### src/rtl/nem_ohmux_sel_ctrl_pkg.sv
// Shared types and helpers for the NEM-relay one-hot mux select sequencer.
package nem_sel_pkg;

    localparam int unsigned MAX_N         = 16;
    localparam int unsigned DEF_BREAK_CYC = 4;
    localparam int unsigned DEF_MAKE_CYC  = 8;

    typedef enum logic [1:0] {
        IDLE  = 2'd0,
        BREAK = 2'd1,
        MAKE  = 2'd2,
        HOLD  = 2'd3
    } sel_state_e;

    // Out-of-range index yields all-zero so callers can treat it as "open"
    function automatic logic [MAX_N-1:0] onehot(input logic [3:0] idx, input int unsigned n);
        logic [MAX_N-1:0] v;
        v = '0;
        if (32'(idx) < n) begin
            v[idx] = 1'b1;
        end
        return v;
    endfunction

    function automatic int unsigned max_u(input int unsigned a, input int unsigned b);
        return (a > b) ? a : b;
    endfunction

endpackage

### src/rtl/nem_ohmux_sel_ctrl_if.sv
// Request and select-line bundle between a relay-bank client and nem_ohmux_sel_ctrl.
interface nem_ohmux_sel_ctrl_if #(
    parameter int unsigned N_IN = 2
);
    localparam int unsigned IDX_W = (N_IN > 1) ? $clog2(N_IN) : 1;

    logic             req_valid;
    logic             req_ready;
    logic             req_off;
    logic [IDX_W-1:0] req_idx;
    logic [N_IN-1:0]  sel;
    logic             settled;
    logic             busy;

    modport master (
        output req_valid, req_off, req_idx,
        input  req_ready, sel, settled, busy
    );

    modport slave (
        input  req_valid, req_off, req_idx,
        output req_ready, sel, settled, busy
    );

endinterface

### src/rtl/nem_ohmux_sel_ctrl_timer.sv
// Loadable down-counter for relay sequencing; done reads high while the count is 1.
module nem_sel_timer #(
    parameter int unsigned W = 4
) (
    input  logic         clk,
    input  logic         rst,
    input  logic         load,
    input  logic [W-1:0] load_val,
    output logic         done
);

    logic [W-1:0] count_q;

    always_ff @(posedge clk) begin
        if (rst) begin
            count_q <= '0;
        end else if (load) begin
            count_q <= load_val;
        end else if (count_q != '0) begin
            count_q <= count_q - W'(1);
        end
    end

    assign done = (count_q == W'(1));

endmodule

### src/rtl/nem_ohmux_sel_ctrl.sv
// Break-before-make one-hot select driver for NEM-relay mux banks.
// Optional NEM_SEL_ERR_EN adds a sticky err output for out-of-range req_idx.
module nem_ohmux_sel_ctrl
    import nem_sel_pkg::*;
#(
    parameter int unsigned N_IN      = 2,
    parameter int unsigned BREAK_CYC = DEF_BREAK_CYC,
    parameter int unsigned MAKE_CYC  = DEF_MAKE_CYC
) (
    input  logic               clk,
    input  logic               rst,
    nem_ohmux_sel_ctrl_if.slave bus
`ifdef NEM_SEL_ERR_EN
    ,
    output logic               err
`endif
);

    localparam int unsigned IDX_W = (N_IN > 1) ? $clog2(N_IN) : 1;
    localparam int unsigned TW    = $clog2(max_u(BREAK_CYC, MAKE_CYC) + 1);
    localparam logic [TW-1:0] BREAK_LD = TW'(BREAK_CYC);
    localparam logic [TW-1:0] MAKE_LD  = TW'(MAKE_CYC);

    sel_state_e      state_q, state_d;
    logic [N_IN-1:0] sel_q, sel_d;
    logic [N_IN-1:0] tgt_q, tgt_d;
    logic [N_IN-1:0] req_oh;
    logic            accept;
    logic            idx_ok;
    logic            req_is_off;
    logic            t_load;
    logic [TW-1:0]   t_val;
    logic            t_done;

    assign accept     = bus.req_valid & bus.req_ready;
    assign idx_ok     = ({1'b0, bus.req_idx} < (IDX_W + 1)'(N_IN));
    assign req_is_off = bus.req_off | ~idx_ok;
    assign req_oh     = req_is_off ? '0 : N_IN'(onehot(4'(bus.req_idx), N_IN));

    nem_sel_timer #(
        .W(TW)
    ) u_timer (
        .clk      (clk),
        .rst      (rst),
        .load     (t_load),
        .load_val (t_val),
        .done     (t_done)
    );

    // tgt_q carries the pending selection across BREAK; zero means finish in IDLE
    always_comb begin
        state_d = state_q;
        sel_d   = sel_q;
        tgt_d   = tgt_q;
        t_load  = 1'b0;
        t_val   = '0;
        unique case (state_q)
            IDLE: begin
                if (accept && !req_is_off) begin
                    state_d = MAKE;
                    sel_d   = req_oh;
                    t_load  = 1'b1;
                    t_val   = MAKE_LD;
                end
            end
            HOLD: begin
                if (accept && (req_oh != sel_q)) begin
                    state_d = BREAK;
                    sel_d   = '0;
                    tgt_d   = req_oh;
                    t_load  = 1'b1;
                    t_val   = BREAK_LD;
                end
            end
            BREAK: begin
                if (t_done) begin
                    if (tgt_q == '0) begin
                        state_d = IDLE;
                    end else begin
                        state_d = MAKE;
                        sel_d   = tgt_q;
                        t_load  = 1'b1;
                        t_val   = MAKE_LD;
                    end
                end
            end
            MAKE: begin
                if (t_done) begin
                    state_d = HOLD;
                end
            end
            default: begin
                state_d = IDLE;
                sel_d   = '0;
            end
        endcase
    end

    always_ff @(posedge clk) begin
        if (rst) begin
            state_q <= IDLE;
            sel_q   <= '0;
            tgt_q   <= '0;
        end else begin
            state_q <= state_d;
            sel_q   <= sel_d;
            tgt_q   <= tgt_d;
        end
    end

`ifdef NEM_SEL_ERR_EN
    always_ff @(posedge clk) begin
        if (rst) begin
            err <= 1'b0;
        end else if (accept && !bus.req_off && !idx_ok) begin
            err <= 1'b1;
        end
    end
`endif

    assign bus.sel       = sel_q;
    assign bus.settled   = (state_q == HOLD);
    assign bus.busy      = (state_q == BREAK) || (state_q == MAKE);
    assign bus.req_ready = (state_q == IDLE) || (state_q == HOLD);

endmodule

### src/flat_wrapper.sv
// flat-port wrapper written by rule: the top's interface ports become plain ports
module nem_ohmux_sel_ctrl_flat import nem_sel_pkg::*;
#(
    parameter int unsigned N_IN      = 2,
    parameter int unsigned BREAK_CYC = DEF_BREAK_CYC,
    parameter int unsigned MAKE_CYC  = DEF_MAKE_CYC
)
  (clk, rst, bus_req_valid, bus_req_off, bus_req_idx, bus_req_ready, bus_sel, bus_settled, bus_busy);
  nem_ohmux_sel_ctrl_if #(.N_IN(N_IN)) bus_i ();
  input  logic clk;
  input  logic rst;
  input wire logic [$bits(bus_i.req_valid)-1:0] bus_req_valid;
  input wire logic [$bits(bus_i.req_off)-1:0] bus_req_off;
  input wire logic [$bits(bus_i.req_idx)-1:0] bus_req_idx;
  output wire logic [$bits(bus_i.req_ready)-1:0] bus_req_ready;
  output wire logic [$bits(bus_i.sel)-1:0] bus_sel;
  output wire logic [$bits(bus_i.settled)-1:0] bus_settled;
  output wire logic [$bits(bus_i.busy)-1:0] bus_busy;
  assign bus_i.req_valid = bus_req_valid;
  assign bus_i.req_off = bus_req_off;
  assign bus_i.req_idx = bus_req_idx;
  assign bus_req_ready = bus_i.req_ready;
  assign bus_sel = bus_i.sel;
  assign bus_settled = bus_i.settled;
  assign bus_busy = bus_i.busy;
  nem_ohmux_sel_ctrl #(.N_IN(N_IN), .BREAK_CYC(BREAK_CYC), .MAKE_CYC(MAKE_CYC)) u_core (.clk(clk), .rst(rst), .bus(bus_i));
endmodule
### config.mk
export PLATFORM = sky130hd
export DESIGN_NAME = nem_ohmux_sel_ctrl_flat
export DESIGN_NICKNAME = d
export VERILOG_FILES = /design/src/rtl/nem_ohmux_sel_ctrl_pkg.sv /design/src/rtl/nem_ohmux_sel_ctrl_if.sv /design/src/rtl/nem_ohmux_sel_ctrl_timer.sv /design/src/rtl/nem_ohmux_sel_ctrl.sv /design/src/flat_wrapper.sv
export SDC_FILE = /design/constraint.sdc
export NUM_CORES = 1
export LEC_CHECK = 0
export BUFFER_PORTS_ARGS = -buffer_cell sky130_fd_sc_hd__buf_2
export CAP_MARGIN = 10
export CORE_AREA = 2 2 40 42
export DETAILED_ROUTE_END_ITERATION = 10
export DIE_AREA = 0 0 42 44
export HOLD_SLACK_MARGIN = 0.03
export PLACE_DENSITY = 0.74
export SYNTH_ARGS = -nofsm -noshare
export SYNTH_HDL_FRONTEND = slang
export SYNTH_SLANG_ARGS = --single-unit
export TNS_END_PERCENT = 30
### constraint.sdc
create_clock -name clk -period 2.6 [get_ports clk]
set_input_delay 0.52 -clock clk [delete_from_list [all_inputs] [get_ports clk]]
set_output_delay 0.52 -clock clk [all_outputs]
set_load 0.005 [all_outputs]
-- After elaboration in Yosys (flattened, before gate mapping)
Index checks and enable logic that the tools add are counted.
- flip-flop bits (word level): 10
- logic and storage cells: 58
- add/sub/neg operators: 1
- magnitude comparators: 2
- equal/unequal tests: 10
- mux-type cells: 26
- bitwise logic cells: 1
- reduce and logical (&&, ||, !) cells: 14
- operators by type and width (kind ; count):
    two-way mux 2 bit ; 10
    two-way mux 4 bit ; 5
    one-hot mux 4 bit (3 select lines) ; 1
    != test 2 x 1 -> 1 bit (second input constant) ; 4
    one-hot mux 2 bit (4 select lines) ; 1
    one-hot mux 2 bit (3 select lines) ; 1
    < comparator 1 x 5 -> 1 bit (second input constant) ; 1
    two-way mux 1 bit ; 5
    AND reduction 5 bit ; 1
    == test 2 bit (second input constant) ; 2
    == test 4 x 1 -> 1 bit (second input constant) ; 1
    logical NOT 2 bit ; 2
    AND reduction 4 bit ; 1
    nonzero test 4 bit ; 1
    subtractor 4 x 1 -> 4 bit (second input constant) ; 1
    logical AND 1 bit ; 3
    two-way mux 3 bit ; 1
    one-hot mux 1 bit (3 select lines) ; 1
    nonzero test 3 bit ; 1
    == test 2 x 1 -> 1 bit (second input constant) ; 1
    logical OR 1 bit ; 2
    != test 2 bit ; 1
    != test 2 bit (second input constant) ; 1
    AND reduction 2 bit ; 1
    other kinds (5) ; 5

-- Depth between registers and ports, before layout
- depth in word-level cells: 10
- mapped depth: 7
- gate-level depth less buffers: 7

-- Cells and area by module
A second synthesis with hierarchy kept.
- cell total of the unflattened synthesis: 89
- area, all modules: 725.7 um^2
- by module, submodules not included (module ; instances ; cells each ; area each (um^2) ; seq. area each (um^2)):
    nem_ohmux_sel_ctrl ; 1 ; 62 ; 479.2 ; 120.1
    nem_sel_timer ; 1 ; 27 ; 246.5 ; 80.1

-- Worst setup path after synthesis
No wires, ideal clock.
- path kind: register -> register
- from: register u_core.state_q[0]
- to: register u_core.state_q[0]
- arrival: 1711 ps
- slack: 794 ps
- cell stages (with the launch flop): 8
- cell sequence: dfxtp_1 inv_1 ha_1 nand2b_1 a31o_4 o21ai_4 nand2_1 o41ai_2
- cells in the longest elaborated chain, start to end: 6
- RTL lines (item ; RTL line ; RTL):
    start: declaration ; nem_ohmux_sel_ctrl.sv:24 ; sel_state_e state_q, state_d;
    start signal: assignment ; nem_ohmux_sel_ctrl.sv:105 ; state_q <= state_d;
    == test 2 bit or logical NOT 2 bit (tied branches) ; nem_ohmux_sel_ctrl.sv:57, nem_ohmux_sel_ctrl.sv:124 ;
    logical OR 1 bit ; nem_ohmux_sel_ctrl.sv:124 ; assign bus.req_ready = (state_q == IDLE) || (state_q == HOLD);
    bitwise AND 1 bit ; nem_ohmux_sel_ctrl.sv:35 ; assign accept = bus.req_valid & bus.req_ready;
    logical AND 1 bit (on tied branches) ; nem_ohmux_sel_ctrl.sv:59, nem_ohmux_sel_ctrl.sv:67 ;
    != test 2 x 1 -> 1 bit (no source line) ; n/a ;
    AND reduction 4 bit (no source line) ; n/a ;
Parallel ways exist; a longest one is shown, timed or not.
A chain may end at the register's enable or synchronous reset.

-- Final worst setup path
Ends and elaborated chain as after synthesis.

==> results.ini <==
[drt]
drc=0
viasPerCell=5.81
drt_wl_total_um=1430
ant_nets=0
dr.pass1.iters=4
wl_per_cell_um=13.3
vias=627
dr.first_iter.drc_count=10

[synthesis]
synth-seq-cells=10
synth_ff_type=dfxtp_1
yosysTopAreaCell=dfxtp_1
syn_avg_cell_area_um2=9.21
syn_inst=80
yosysWarnings=0
synth_top_area_share_pct=27.2
synthTopCellsByCount=dfxtp_1, nor2_1, ha_1, inv_1, a21oi_1
synthesis.nets=92
synthesis.area_um2=737
synthMostInstantiatedCell=dfxtp_1
synth_edf_count=0
synth.area.top_cells=dfxtp_1, ha_1, nor2_1, inv_1, a311oi_1
async_flop_share_pct=0
ys_seq_area_share_pct=27.2
synth_cell_type_count=36

[timing]
fmax_mhz=507
tightestPinTransition_ns=0.468
setup_violations=0
finalWorstSetupSlack_ns=0.627
fin_crit_ns=1.97
hold_viol=0
finClkSkew_ns=0.00161
relSlewSlack_pct=68.7
slew_viol_final=0
tns_ns=0
finalCritPeriodShare_pct=75.9
rsz0062_at_grt=false

[critical_path]
end_kind=flip-flop
crit_arrival_ns=2.14
path_max_fanout=8
start_kind=flip-flop
path_class=reg -> reg
critPathRequiredTime_ns=2.77
r2r_cells=7

[die]
fp-row-count=14
ioPinCount=10
initial_utilization_pct=51.9
core_area_um2=1420
die_h_um=44
die_area_um2=1850
die_width_um=42

[clock_network]
clock_sinks=10
holdBufCountCts=0
numCtsBuffers=3
ctsHtreeMaxLevel=1
insertion_delay_ns=0.26
post_cts_buffers=0
cts_tree=built
clk_path_buf_depth=2
postCtsResizedCells=0
clkTransAtPathRegs_ns=0.07
cts_root_buffer=clkbuf_4

[placement]
dp.cells=104
dp_slack_ns=0.623
portBuffers=9
gp_congestion=0.821
dp_hpwl_um=1130

[pwr]
pwr_density_cell_nw_per_um2=1040
p_leak_nw=0.330
ir_worst_vdd_uv=479

[cells_and_area]
nFillCells=131
layout-drive-gt1-share_pct=27.2
seqCellArea_um2=200
antenna-diode-count=0
instances_no_fill=108
fin_nets=105
area_delta_synth_final_pct=13.2
multi_input_area_um2=507

[min_path]
hold_path.class=reg -> reg
hold_depth=2

[global_routing]
grt_pass1_vias=596
grt_max_degree=12
antenna_found_initial=0
grt_pass1_wl_um=2440
grt_overflow=0
grt_usage_pct=17.5

[outcome]
status=finished clean

[flow_run]
maxCapViolCount=0

path summary, 6_finish.rpt:
kind	startpoint	end	slack, ns
max	u_core.state_q[0]$_SDFFE_PP0P_	u_core.state_q[0]$_SDFFE_PP0P_	0.63
min	u_core.tgt_q[0]$_SDFFE_PP0P_	u_core.tgt_q[0]$_SDFFE_PP0P_	0.56
max reg2reg	u_core.state_q[0]$_SDFFE_PP0P_	u_core.state_q[0]$_SDFFE_PP0P_	0.63
min reg2reg	u_core.tgt_q[0]$_SDFFE_PP0P_	u_core.tgt_q[0]$_SDFFE_PP0P_	0.56
cell type report:
class | instances | area share [%]
clock buffers | 4 | 4.35
inverters | 7 | 3.15
multi-input cells | 62 | 60.7
flip-flops and latches | 10 | 24.0
well taps | 16 | 2.40
repair buffers | 9 | 5.40
registers in the layout, summed over array words and instances (netlist names):
register / cells
u_core.state_q: 2
u_core.u_timer.count_q: 4
u_core.bus.sel: 2
u_core.tgt_q: 2
per-layer routing:
layer  routed length, um  track usage [%]  part of all wire (%)  vias up
li1                    -                -                     -      318
met1                 677             20.3                    47      294
met2                 692             30.0                    48       13
met3                  53             2.92                   3.7        2
met4                   9             11.0                  0.63        0
met5                   0                0                     0        -
stage by stage:
stage          hold slack [ns]  total power, mW  utilization (%)  instance area, um2
2_1_floorplan            0.501            0.625                -                 737
3_3_place_gp             0.531            0.719             56.3                 798
3_5_place_dp             0.546            0.730             56.3                 798
4_1_cts                  0.563            0.878             58.8                 835
5_1_grt                  0.583            0.943             58.8                 835
6_report                 0.558            0.867             58.8                 835
logic make-up after synthesis:
kind of cell | after synthesis | share of synthesized area [%]
mux | 2 | 2.72
buf+inv | 8 | 4.07
fa+ha+maj | 7 | 11.9
flops | 10 | 27.2
simple gates | 28 | 24.6
compound gates | 23 | 27.2
xor+xnor | 2 | 2.38
worst max-delay path, stage by stage (launching register included):
cell and delay (ns):
dfxtp_1 0.36, inv_1 0.10, ha_1 0.33, nand2b_1 0.20
a31o_4 0.26, o21ai_4 0.25, nand2_1 0.10, o41ai_2 0.28
power by group:
group	switching [mW]	internal [mW]	leakage (nW)
combinational	0.259	0.213	0.227
clock	0.0561	0.0850	0.0210
sequential	0.0521	0.202	0.0820
cells in the final DEF (no fill, tap or decap), types with 2 or more instances in the layout:
cell	synthesis	layout
mux2i_1	2	2
inv_1	7	7
a21oi_1	4	4
nor4_1	2	2
nor2_2	2	2
nand2b_1	2	2
nand2_1	2	2
buf_2	0	9
o21ai_0	2	2
nor3_1	2	2
a311oi_1	3	3
dfxtp_1	10	10
clkbuf_4	0	3
nor3b_2	2	2
ha_1	7	7
nor2_1	9	9
a22oi_1	2	2
xnor2_1	2	2
No activity file was read; power rests on OpenSTA's default activity.
